File: src/rtl/axi_pkg.sv
// axi_pkg: AXI3 encodings, the burst-bridge FSM states and the CBus request/response structs.
// Latency: n/a (types and constants only).
// Backpressure: n/a.
//
// cbus_req_t.len is 4 bits wide, which is enough for the largest legal burst (16 beats).
// A bridge built with a smaller MAX_LEN uses only the low LW bits of len.
package axi_pkg;

  typedef enum logic [1:0] {
    AXI_BURST_FIXED = 2'b00,
    AXI_BURST_INCR  = 2'b01,
    AXI_BURST_WRAP  = 2'b10
  } axi_burst_t;

  localparam logic [1:0] AXI_RESP_OKAY = 2'b00;

  typedef enum logic [1:0] {
    IDLE = 2'd0,
    ADDR = 2'd1,
    DATA = 2'd2,
    RESP = 2'd3
  } bridge_state_t;

  typedef struct packed {
    logic        valid;
    logic        is_write;
    logic [2:0]  size;
    logic [31:0] addr;
    logic [3:0]  strobe;
    logic [31:0] data;
    logic [3:0]  len;       // beats - 1
  } cbus_req_t;

  typedef struct packed {
    logic        ready;
    logic        last;
    logic [31:0] data;
  } cbus_resp_t;

endpackage

File: src/rtl/cbus_axi_beat_counter.sv
// cbus_axi_beat_counter: counts W/R beats of the burst in flight and flags the final one.
// Latency: count updates one cycle after inc; last_beat and wlast are combinational from count.
// Backpressure: none; the counter only advances when the parent signals a completed beat.
//
// Ports: clk, reset (sync, active-high), clear (held in IDLE), inc (one beat done),
//        wr_data (write data phase active), len (beats - 1), last_beat, wlast.
module cbus_axi_beat_counter #(
  parameter int LW = 4
) (
  input  logic          clk,
  input  logic          reset,
  input  logic          clear,
  input  logic          inc,
  input  logic          wr_data,
  input  logic [LW-1:0] len,
  output logic          last_beat,
  output logic          wlast
);

  // One bit wider than len, so a legal burst never wraps the count.
  logic [LW:0] count;

  always_ff @(posedge clk) begin
    if (reset || clear) begin
      count <= '0;
    end else if (inc) begin
      count <= count + 1'b1;
    end
  end

  assign last_beat = (count == {1'b0, len});
  assign wlast     = wr_data & last_beat;

endmodule

File: src/rtl/cbus_axi_burst_bridge.sv
// cbus_axi_burst_bridge: CBus master to AXI3 master bridge with INCR bursts of up to MAX_LEN beats.
// Latency: address valid 1 cycle after creq.valid in IDLE; cresp.ready is combinational with R/W/B handshakes.
// Backpressure: AXI valids are held until their handshake; the CBus master holds creq until cresp.ready.
//
// Ports: clk, reset (sync, active-high); creq/cresp CBus side; ar*/r*/aw*/w*/b* AXI3 master channels;
//        err, a sticky non-OKAY response flag, exists only when CBUS_AXI_RESP_CHECK_EN is defined.
// Only one burst is in flight at a time. rid and bid are ignored.
module cbus_axi_burst_bridge
  import axi_pkg::*;
#(
  parameter logic [3:0] AXI_ID  = 4'h0,
  parameter int         MAX_LEN = 16
) (
  input  logic        clk,
  input  logic        reset,
  input  cbus_req_t   creq,
  output cbus_resp_t  cresp,
  output logic [3:0]  arid,
  output logic [31:0] araddr,
  output logic [3:0]  arlen,
  output logic [2:0]  arsize,
  output logic [1:0]  arburst,
  output logic [1:0]  arlock,
  output logic [3:0]  arcache,
  output logic [2:0]  arprot,
  output logic        arvalid,
  input  logic        arready,
  input  logic [3:0]  rid,
  input  logic [31:0] rdata,
  input  logic [1:0]  rresp,
  input  logic        rlast,
  input  logic        rvalid,
  output logic        rready,
  output logic [3:0]  awid,
  output logic [31:0] awaddr,
  output logic [3:0]  awlen,
  output logic [2:0]  awsize,
  output logic [1:0]  awburst,
  output logic [1:0]  awlock,
  output logic [3:0]  awcache,
  output logic [2:0]  awprot,
  output logic        awvalid,
  input  logic        awready,
  output logic [3:0]  wid,
  output logic [31:0] wdata,
  output logic [3:0]  wstrb,
  output logic        wlast,
  output logic        wvalid,
  input  logic        wready,
  input  logic [3:0]  bid,
  input  logic [1:0]  bresp,
  input  logic        bvalid,
  output logic        bready
`ifdef CBUS_AXI_RESP_CHECK_EN
  ,
  output logic        err
`endif
);

  localparam int LW = (MAX_LEN > 1) ? $clog2(MAX_LEN) : 1;

  bridge_state_t state, next_state;
  logic [31:0]   addr_q;
  logic [2:0]    size_q;
  logic [LW-1:0] len_q;
  logic          wr_q;
  logic          beat_inc;
  logic          last_beat;
  logic          unused_ok;

  always_ff @(posedge clk) begin
    if (reset) begin
      state  <= IDLE;
      addr_q <= '0;
      size_q <= '0;
      len_q  <= '0;
      wr_q   <= 1'b0;
    end else begin
      state <= next_state;
      if (state == IDLE && creq.valid) begin
        addr_q <= creq.addr;
        size_q <= creq.size;
        len_q  <= creq.len[LW-1:0];
        wr_q   <= creq.is_write;
      end
    end
  end

  always_comb begin
    next_state = state;
    arvalid    = 1'b0;
    awvalid    = 1'b0;
    rready     = 1'b0;
    wvalid     = 1'b0;
    bready     = 1'b0;
    beat_inc   = 1'b0;
    cresp      = '0;
    case (state)
      IDLE: begin
        if (creq.valid) next_state = ADDR;
      end
      ADDR: begin
        if (wr_q) begin
          awvalid = 1'b1;
          if (awready) next_state = DATA;
        end else begin
          arvalid = 1'b1;
          if (arready) next_state = DATA;
        end
      end
      DATA: begin
        if (wr_q) begin
          wvalid = 1'b1;
          if (wready) begin
            beat_inc = 1'b1;
            // The final write beat is acknowledged to the master by the B response.
            if (last_beat) next_state = RESP;
            else           cresp.ready = 1'b1;
          end
        end else begin
          rready = 1'b1;
          if (rvalid) begin
            beat_inc    = 1'b1;
            cresp.ready = 1'b1;
            cresp.data  = rdata;
            if (rlast) begin
              cresp.last = 1'b1;
              next_state = IDLE;
            end
          end
        end
      end
      RESP: begin
        bready = 1'b1;
        if (bvalid) begin
          cresp.ready = 1'b1;
          cresp.last  = 1'b1;
          next_state  = IDLE;
        end
      end
      default: next_state = IDLE;
    endcase
  end

  cbus_axi_beat_counter #(.LW(LW)) u_cnt (
    .clk       (clk),
    .reset     (reset),
    .clear     (state == IDLE),
    .inc       (beat_inc),
    .wr_data   ((state == DATA) && wr_q),
    .len       (len_q),
    .last_beat (last_beat),
    .wlast     (wlast)
  );

  assign arid    = AXI_ID;
  assign araddr  = addr_q;
  assign arlen   = 4'(len_q);
  assign arsize  = size_q;
  assign arburst = AXI_BURST_INCR;
  assign arlock  = 2'b00;
  assign arcache = 4'b0000;
  assign arprot  = 3'b000;

  assign awid    = AXI_ID;
  assign awaddr  = addr_q;
  assign awlen   = 4'(len_q);
  assign awsize  = size_q;
  assign awburst = AXI_BURST_INCR;
  assign awlock  = 2'b00;
  assign awcache = 4'b0000;
  assign awprot  = 3'b000;

  assign wid     = AXI_ID;
  assign wdata   = creq.data;
  assign wstrb   = creq.strobe;

`ifdef CBUS_AXI_RESP_CHECK_EN
  // Sticky until reset; the transfer itself still completes normally.
  always_ff @(posedge clk) begin
    if (reset) begin
      err <= 1'b0;
    end else if ((state == DATA && !wr_q && rvalid && rresp != AXI_RESP_OKAY) ||
                 (state == RESP && bvalid && bresp != AXI_RESP_OKAY)) begin
      err <= 1'b1;
    end
  end
`endif

  // IDs are ignored (single burst in flight); response codes matter only with the error check.
  assign unused_ok = ^{rid, bid, rresp, bresp, creq.len};

endmodule

File: config.mk
export PLATFORM = sky130hd
export DESIGN_NAME = cbus_axi_burst_bridge
export DESIGN_NICKNAME = d
export VERILOG_FILES = /design/src/rtl/axi_pkg.sv /design/src/rtl/cbus_axi_beat_counter.sv /design/src/rtl/cbus_axi_burst_bridge.sv
export SDC_FILE = /design/constraint.sdc
export NUM_CORES = 1
export LEC_CHECK = 0
export BUFFER_PORTS_ARGS = -buffer_cell sky130_fd_sc_hd__buf_2
export CORE_AREA = 5 5 120 122
export CTS_BUF_LIST = sky130_fd_sc_hd__clkbuf_16
export DETAILED_ROUTE_END_ITERATION = 10
export DIE_AREA = 0 0 125 127
export GPL_ROUTABILITY_DRIVEN = 0
export GPL_TIMING_DRIVEN = 0
export PLACE_DENSITY = 0.58
export SYNTH_ARGS = -nofsm -noshare
export SYNTH_HDL_FRONTEND = slang
export SYNTH_SLANG_ARGS = --single-unit
File: constraint.sdc
create_clock -name clk -period 2.9 [get_ports clk]
set_input_delay 0.29 -clock clk [delete_from_list [all_inputs] [get_ports clk]]
set_output_delay 0.29 -clock clk [all_outputs]
set_load 0.05 [all_outputs]
### Yosys cells after proc, flatten, opt, wreduce, memory -nomap -nowiden

Index checks and enable logic that the tools add are counted.

* flip-flop bits (word level): 47
* output and inout bits: 188
* word-level logic and storage cells: 56

* $add $sub $neg: 1
* reduce and logical (&&, ||, !) cells: 5
* equal/unequal tests: 12
* muxes and demuxes: 31
* bitwise gates (word level): 1

Operators with widths (count)
* 2-to-1 mux 34 bit: 1
* 2-to-1 mux 33 bit: 1
* 2-to-1 mux 32 bit: 1
* 2-to-1 mux 2 bit: 11
* 2-to-1 mux 1 bit: 15
* != test 3 bit, second input constant: 5
* one-hot mux 2 bit (4 select lines): 1
* AND reduction 8 bit: 1
* adder 5 x 1 -> 5 bit, second input constant: 1
* equality test 5 x 4 -> 1 bit: 1
* equality test 2 bit, second input constant: 2
* != test 2 bit, second input constant: 2
* one-hot mux 2 bit (2 select lines): 1
* != test 3 x 2 -> 1 bit, second input constant: 1
* equality test 2 x 1 -> 1 bit, second input constant: 1
* logical AND 1 bit: 2
* logical NOT 2 bit: 1
* bitwise AND 1 bit: 1
* logical OR 1 bit: 1

### Depth between registers and ports, before layout

Gate-level depths: netlist (run 1).

* depth in word-level cells: 5
* mapped depth: 7
* depth with buffers taken out: 5

### Modules after synthesis

Synthesis (run 1) repeated with hierarchy kept, for this count alone.

* cells, all modules: 383
* area total of the unflattened synthesis: 2952.8 um2

By module, submodules not included
* cbus_axi_burst_bridge: instances 1, cells an instance 354, area each 2677.6 um2, seq. area each 840.8 um2
* cbus_axi_beat_counter: instances 1, cells an instance 29, area each 275.3 um2, seq. area each 100.1 um2

### Worst setup path after synthesis (run 1)

OpenSTA, ideal clock, no wires.

* path kind: reg-to-output
* from: register state[1]
* to: output port cresp[33] (netlist bit)
* slack: 0.496 ns
* arrival: 2.114 ns
* stages on the path, launching flop included: 5
* buffers on the path: 1
* cell sequence: dfxtp_1 > buf_6 > and2_1 > nand2_1 > a31oi_1

RTL lines
* start: declaration: line cbus_axi_burst_bridge.sv:62 `bridge_state_t state, next_state;`
* start signal: assignment: line cbus_axi_burst_bridge.sv:79 `state <= next_state;`
* end: declaration: line cbus_axi_burst_bridge.sv:17 `output cbus_resp_t cresp,`

==> results of run 1 <==
cells in the mapped netlist, types with 2 or more instances:
master,n
nor3_1,4
clkbuf_1,7
dfxtp_1,47
a21oi_1,45
nand2b_1,2
nor3b_1,3
nand2_1,87
o21ai_0,2
conb_1,2
buf_2,7
buf_4,114
nor2_1,5
inv_1,2
xnor2_1,6
and2_1,35
nand3_1,2
path summary, 6_finish.rpt:
kind	cells past startpoint	slack, ns	startpoint	endpoint
min reg2reg	2	0.47	araddr[15]$_SDFFE_PP0P_	araddr[15]$_SDFFE_PP0P_
max reg2reg	7	1.57	state[0]$_SDFFE_PP0P_	wr_q$_SDFFE_PP0P_
min	3	0.24	creq[74]	arsize[2]$_SDFFE_PP0P_
max	6	0.72	state[0]$_SDFFE_PP0P_	cresp[20]
worst max-delay path, stage by stage, from the launching register on:
cell and delay, ns:
dfxtp_1 0.29, buf_2 0.17, nand2b_4 0.19, nor2_4 0.17, clkbuf_1 0.30, and2_1 0.21
buf_2 0.27
metrics by stage:
stage	power [mW]	hold WS, ns	utilization [%]	setup WS (ns)	std cells
2_1_floorplan	1.70	0.426	-	0.496	422
3_3_place_gp	1.96	0.456	34.3	1.03	831
3_5_place_dp	1.96	0.460	34.3	1.01	831
4_1_cts	2.62	0.226	35.5	0.702	838
5_1_grt	2.71	0.233	35.5	0.597	838
6_report	2.57	0.236	35.6	0.723	840
logic make-up (layout without fill, tap and decap cells):
| kind of cell | after synthesis | after routing | share of synthesized area (%) |
|---|---|---|---|
| and+or+nand+nor | 148 | 148 | 24.5 |
| buffers and inverters | 132 | 372 | 31.5 |
| AOI/OAI and AO/OA | 52 | 52 | 9.23 |
| DFF | 47 | 47 | 31.5 |
| xor gates and xnor gates | 7 | 7 | 2.06 |
| other | 2 | 36 | 0.252 |
| adders and majority gates | 1 | 1 | 0.419 |
| muxes | 1 | 1 | 0.461 |
sequential cells by signal, summed over array words and instances, names as in the netlist:
signal,count
u_cnt.count,5
araddr,32
wr_q,1
arsize,3
state,2
arlen,4
layout make-up:
| cell class | instances | area share (%) |
|---|---|---|
| Sequential cell | 47 | 20.2 |
| Clock buffer | 5 | 2.69 |
| Multi-Input combinational cell | 243 | 26.2 |
| Buffer | 130 | 20.1 |
| Tap cell | 176 | 4.73 |
| Timing Repair Buffer | 233 | 25.1 |
| Inverter | 2 | 0.161 |
| Clock inverter | 2 | 0.726 |
| Antenna cell | 2 | 0.108 |
report_power, final:
part           total [mW]  switching [mW]  internal [mW]
Sequential          0.742          0.0427          0.700
Combinational        1.19           0.848          0.344
Clock               0.635           0.236          0.399
Total                2.57            1.13           1.44
routing by layer:
metal	share of wire (%)	vias up
met4	0.31	0
met5	0	-
met2	48	132
li1	-	1636
met1	41	1259
met3	10	4
layout by cell type (no fill, tap or decap), drive strengths merged, types with 2 or more instances in the layout:
| cell type | n |
|---|---|
| a21oi | 45 |
| and2 | 35 |
| buf | 355 |
| clkbuf | 13 |
| conb | 34 |
| dfxtp | 47 |
| diode | 2 |
| inv | 3 |
| nand2 | 87 |
| nand2b | 3 |
| nand3 | 2 |
| nor2 | 7 |
| nor3 | 5 |
| nor3b | 3 |
| o21ai | 2 |
| xnor2 | 6 |
==> flow_metrics.py, run 1 <==
metrics = {
    "run_status": {
        "status": "finished clean",
    },
    "grt": {
        "busiest_layer": "met2",
        "grt_util_met1_pct": 14.7,
        "grt_use_total_pct": 11.4,
        "use_met2_pct": 18.8,
        "antenna_found_initial": 1,
        "grt_pass1_wl_um": 15100,
        "grt_max_degree": 14,
        "use_met3_pct": 4.38,
        "grt_pass1_vias": 2917,
        "overflow": 0,
    },
    "layout": {
        "multiInputGateArea_um2": 1220,
        "layout-drive-gt1-share_pct": 55.9,
        "area_delta_synth_final_pct": 56.0,
        "nets": 792,
        "final_area_um2": 4650,
        "nFillCells": 1382,
        "seq_area_um2": 941,
    },
    "synth": {
        "synth_top_cell_by_area": "dfxtp_1",
        "yosysWarnings": 0,
        "synthTopCellsByArea": "dfxtp_1, buf_4, nand2_1",
        "synthFlopType": "dfxtp_1",
        "synthArstFlopShare_pct": 0,
        "synth.distinct_cells": 36,
        "synth_area_per_cell_um2": 7.65,
        "synth-seq-area-share_pct": 31.5,
        "synth_top_area_share_pct": 31.5,
        "netlist_instances": 390,
        "synth_edf_count": 0,
        "synth-seq-cells": 47,
        "synth_area_um2": 2980,
    },
    "clock_network": {
        "hold_buffers": 0,
        "cts.reportedPaths.clkPinSlew_ns": 0.06,
        "clk_latency_ns": 0.28,
        "htree_levels": 2,
        "cts_made_buffers": 5,
        "cts.sink_count": 47,
        "cts_buffer_depth": 2,
        "ctsResizeCount": 0,
        "cts_root_buffer": "clkbuf_16",
        "cts_tree": "built",
        "cts_setup_buffers": 0,
    },
    "floorplan": {
        "die_y_um": 127,
        "die_area_um2": 15900,
        "die_x_um": 125,
        "start_util_pct": 22.8,
        "io_pins": 317,
        "rows": 42,
        "core_area_um2": 13100,
    },
    "setup_path": {
        "crit_type": "register to primary output",
        "end_kind": "primary output",
        "cp.arrival_ns": 1.89,
        "path_max_fanout": 10,
        "required_ns": 2.61,
        "start_kind": "register",
    },
    "timing": {
        "fin_crit_sh_pct": 75.1,
        "min_period_ns": 2.18,
        "rsz0062_at_grt": "no",
        "skew_ns": 0.00353,
        "setup_violations": 0,
        "final_hold_viol_count": 0,
        "finalMaxSlewViolations": 0,
        "fmax_mhz": 459,
        "setup_tns_ns": 0,
    },
    "routing": {
        "num_vias": 3031,
        "routed_wl_um": 9870,
        "first_iter_violations": 61,
        "postRouteAntennaNets": 0,
        "avgRoutedWirePerCell_um": 11.7,
        "drtPass1Iterations": 4,
        "via_per_inst": 3.61,
        "drc": 0,
    },
    "pwr": {
        "peakVddDrop_v": 0.000240,
        "pwr_density_cell_nw_per_um2": 552,
        "power.static_leakage_nw": 2.70,
    },
    "placed_design": {
        "io_buffer_count": 233,
        "placed_area_um2": 4490,
        "dp_hpwl_um": 8360,
    },
    "hold_path": {
        "min_path_type": "primary input to register",
    },
    "flow_run": {
        "maxCapViolCount": 0,
    },
}
Power figures use the tool's default switching activity.
==> run 2: changes to the inputs <==
--- a/config.mk
+++ b/config.mk
@@ -12,7 +12,7 @@
 export DIE_AREA = 0 0 125 127
 export GPL_ROUTABILITY_DRIVEN = 0
 export GPL_TIMING_DRIVEN = 0
-export PLACE_DENSITY = 0.58
+export PLACE_DENSITY = 0.6
 export SYNTH_ARGS = -nofsm -noshare
 export SYNTH_HDL_FRONTEND = slang
 export SYNTH_SLANG_ARGS = --single-unit
==> constraint.sdc (replaced) <==
create_clock -name clk -period 1.9 [get_ports clk]
set_input_delay 0.19 -clock clk [delete_from_list [all_inputs] [get_ports clk]]
set_output_delay 0.19 -clock clk [all_outputs]
set_load 0.05 [all_outputs]
==> run 2 against run 1 <==
Against the previous run:
- critical path type unchanged
- sequential power grew 52%
- design area grew 4.7%
- register-to-register slack worse by 0.99 ns
- clock skew up 0.0030 ns
- via count is 4.1% higher
- first-iteration DRC count is 26% higher
- global-route usage is 0.82 points higher
- sequential share of layout area down 0.88 points
- critical endpoint is now cresp[33]
==> flow_metrics.py, run 2 (same netlist as run 1, synthesis figures left out) <==
metrics = {
    "floorplan": {
        "rows": 42,
        "start_util_pct": 22.8,
        "die_y_um": 127,
        "io_pins": 317,
        "core_area_um2": 13100,
        "die_x_um": 125,
        "die_area_um2": 15900,
    },
    "grt": {
        "grt_use_total_pct": 12.2,
        "antenna_found_initial": 1,
        "grt_pass1_vias": 3071,
        "grt_pass1_wl_um": 16100,
        "grt_max_degree": 16,
        "overflow": 0,
    },
    "routing": {
        "wl_met3_um": 893,
        "postRouteAntennaNets": 0,
        "drtPass1Iterations": 4,
        "first_iter_violations": 77,
        "highest_layer": "met5",
        "avgRoutedWirePerCell_um": 12.7,
        "met2_length_um": 5820,
        "num_vias": 3156,
        "via_per_inst": 3.74,
        "drc": 0,
        "met1_length_um": 3970,
        "routed_wl_um": 10700,
    },
    "setup_path": {
        "end_kind": "primary output",
        "path_max_fanout": 10,
        "r2r-end": "araddr[6]$_SDFFE_PP0P_",
        "cpLargestDelayFamily": "buffers and inverters",
        "cp_cell_sequence": "buf_4 > mux2i_4 > nor2_1 > a21oi_2 > a31oi_4 > buf_4",
        "cp_common_cell": "buf_4",
        "required_ns": 1.71,
        "cpPeakStageDelay_ns": 0.30,
        "r2r_slack_ns": 0.58,
        "critical_path.slowest_cell": "dfxtp_1",
        "rr_worst_depth": 7,
        "cp.arrival_ns": 1.64,
        "r2r-start": "state[0]$_SDFFE_PP0P_",
        "cp_num_buf_inv": 2,
        "start_kind": "register",
        "crit_type": "register to primary output",
    },
    "pwr": {
        "power.static_leakage_nw": 2.74,
        "pwr_density_cell_nw_per_um2": 852,
        "peakVddDrop_v": 0.000334,
    },
    "clock_network": {
        "hold_buffers": 0,
        "cts.reportedPaths.clkPinSlew_ns": 0.07,
        "cts_made_buffers": 5,
        "clk_latency_ns": 0.28,
        "cts_buffer_depth": 2,
        "htree_levels": 2,
        "cts_tree": "built",
        "cts_root_buffer": "clkbuf_16",
        "cts.sink_count": 47,
    },
    "flow_run": {
        "maxCapViolCount": 0,
    },
    "timing": {
        "worstMarginPinSlew_ns": 0.531,
        "fmax_mhz": 545,
        "fin_crit_sh_pct": 96.5,
        "skew_ns": 0.00649,
        "setup_tns_ns": 0,
        "hold_ws_ns": 0.137,
        "final_hold_viol_count": 0,
        "min_period_ns": 1.83,
        "rsz0062_at_grt": "yes",
        "finalMaxSlewViolations": 0,
        "max_slew_margin_pct": 64.6,
        "setup_violations": 0,
    },
    "hold_path": {
        "hold_end": "araddr[19]$_SDFFE_PP0P_",
        "min_path_cells": 3,
        "min-delay-start": "creq[59]",
        "min_path_type": "primary input to register",
    },
    "layout": {
        "most-common-layout-cells": "buf_2, buf_4, nand2_1",
        "nFillCells": 1405,
        "layout_commonest_cell": "buf_2",
        "n_antenna_cell": 0,
        "layout-drive-gt1-share_pct": 57.3,
        "multiInputGateArea_um2": 1260,
        "largest_register_ffs": 32,
        "nets": 796,
        "area_delta_synth_final_pct": 63.3,
        "seq_area_um2": 942,
    },
    "placed_design": {
        "dp_hpwl_um": 8990,
        "io_buffer_count": 233,
    },
    "run_status": {
        "status": "finished clean",
    },
}
run 2: tightest hold or removal path: stages:
cell	delay, ns
buf_2	0.09
nand2_1	0.04
a21oi_1	0.05
run 2: repair_timing:
item / in CTS / in global routing
endpoints found under the setup margin: 32 / 33
gates cloned: 0 / 0
pin swaps: 1 / 1
resized for setup: 11 / 63
buffers inserted: 2 / 2
run 2: worst max path at each step:
stage                                      from   endpoint  depth (start not counted)  slack (ns)
floorplan                 arlen[1]$_SDFFE_PP0P_      wlast                          4       -0.08
global placement    u_cnt.count[0]$_SDFFE_PP0P_      wlast                          5        0.07
detailed placement  u_cnt.count[0]$_SDFFE_PP0P_      wlast                          5        0.09
CTS                 u_cnt.count[0]$_SDFFE_PP0P_      wlast                          5       0.003
global route              state[0]$_SDFFE_PP0P_  cresp[29]                          6       -0.04
finish                        wr_q$_SDFFE_PP0P_  cresp[33]                          6        0.07
run 2: area by class of cell:
type | count | area share [%]
clock inverters | 3 | 1.39
well taps | 176 | 4.52
clock buffers | 5 | 2.57
repair buffers | 237 | 26.8
flip-flops and latches | 47 | 19.3
multi-input cells | 243 | 25.9
plain buffers | 130 | 19.4
inverters | 2 | 0.154
run 2: power by group:
part           internal [mW]  total, mW  leakage, nW  switching (mW)
Clock                  0.754       1.13       0.0900           0.372
Combinational          0.569       1.89         2.26            1.32
Sequential              1.07       1.13        0.385          0.0663
run 2: metal layers:
| layer | GRT usage [%] | vias up |
|---|---|---|
| li1 | - | 1639 |
| met2 | 24.0 | 156 |
| met3 | 3.76 | 7 |
| met4 | 1.79 | 2 |
| met1 | 13.1 | 1352 |
| met5 | 0 | - |
run 2: per-stage QoR:
step / util, % / total power [mW] / cells / setup slack (ns) / area [um2]
finish: 37.2 / 4.15 / 843 / 0.0660 / 4870
detailed placement: 34.4 / 3.01 / 831 / 0.0947 / 4500
global route: 37.2 / 4.38 / 843 / -0.0403 / 4870
floorplan: - / 2.61 / 422 / -0.0768 / 3120
CTS: 36.3 / 4.18 / 841 / 0.00295 / 4750
global placement: 34.4 / 3.00 / 831 / 0.0693 / 4500
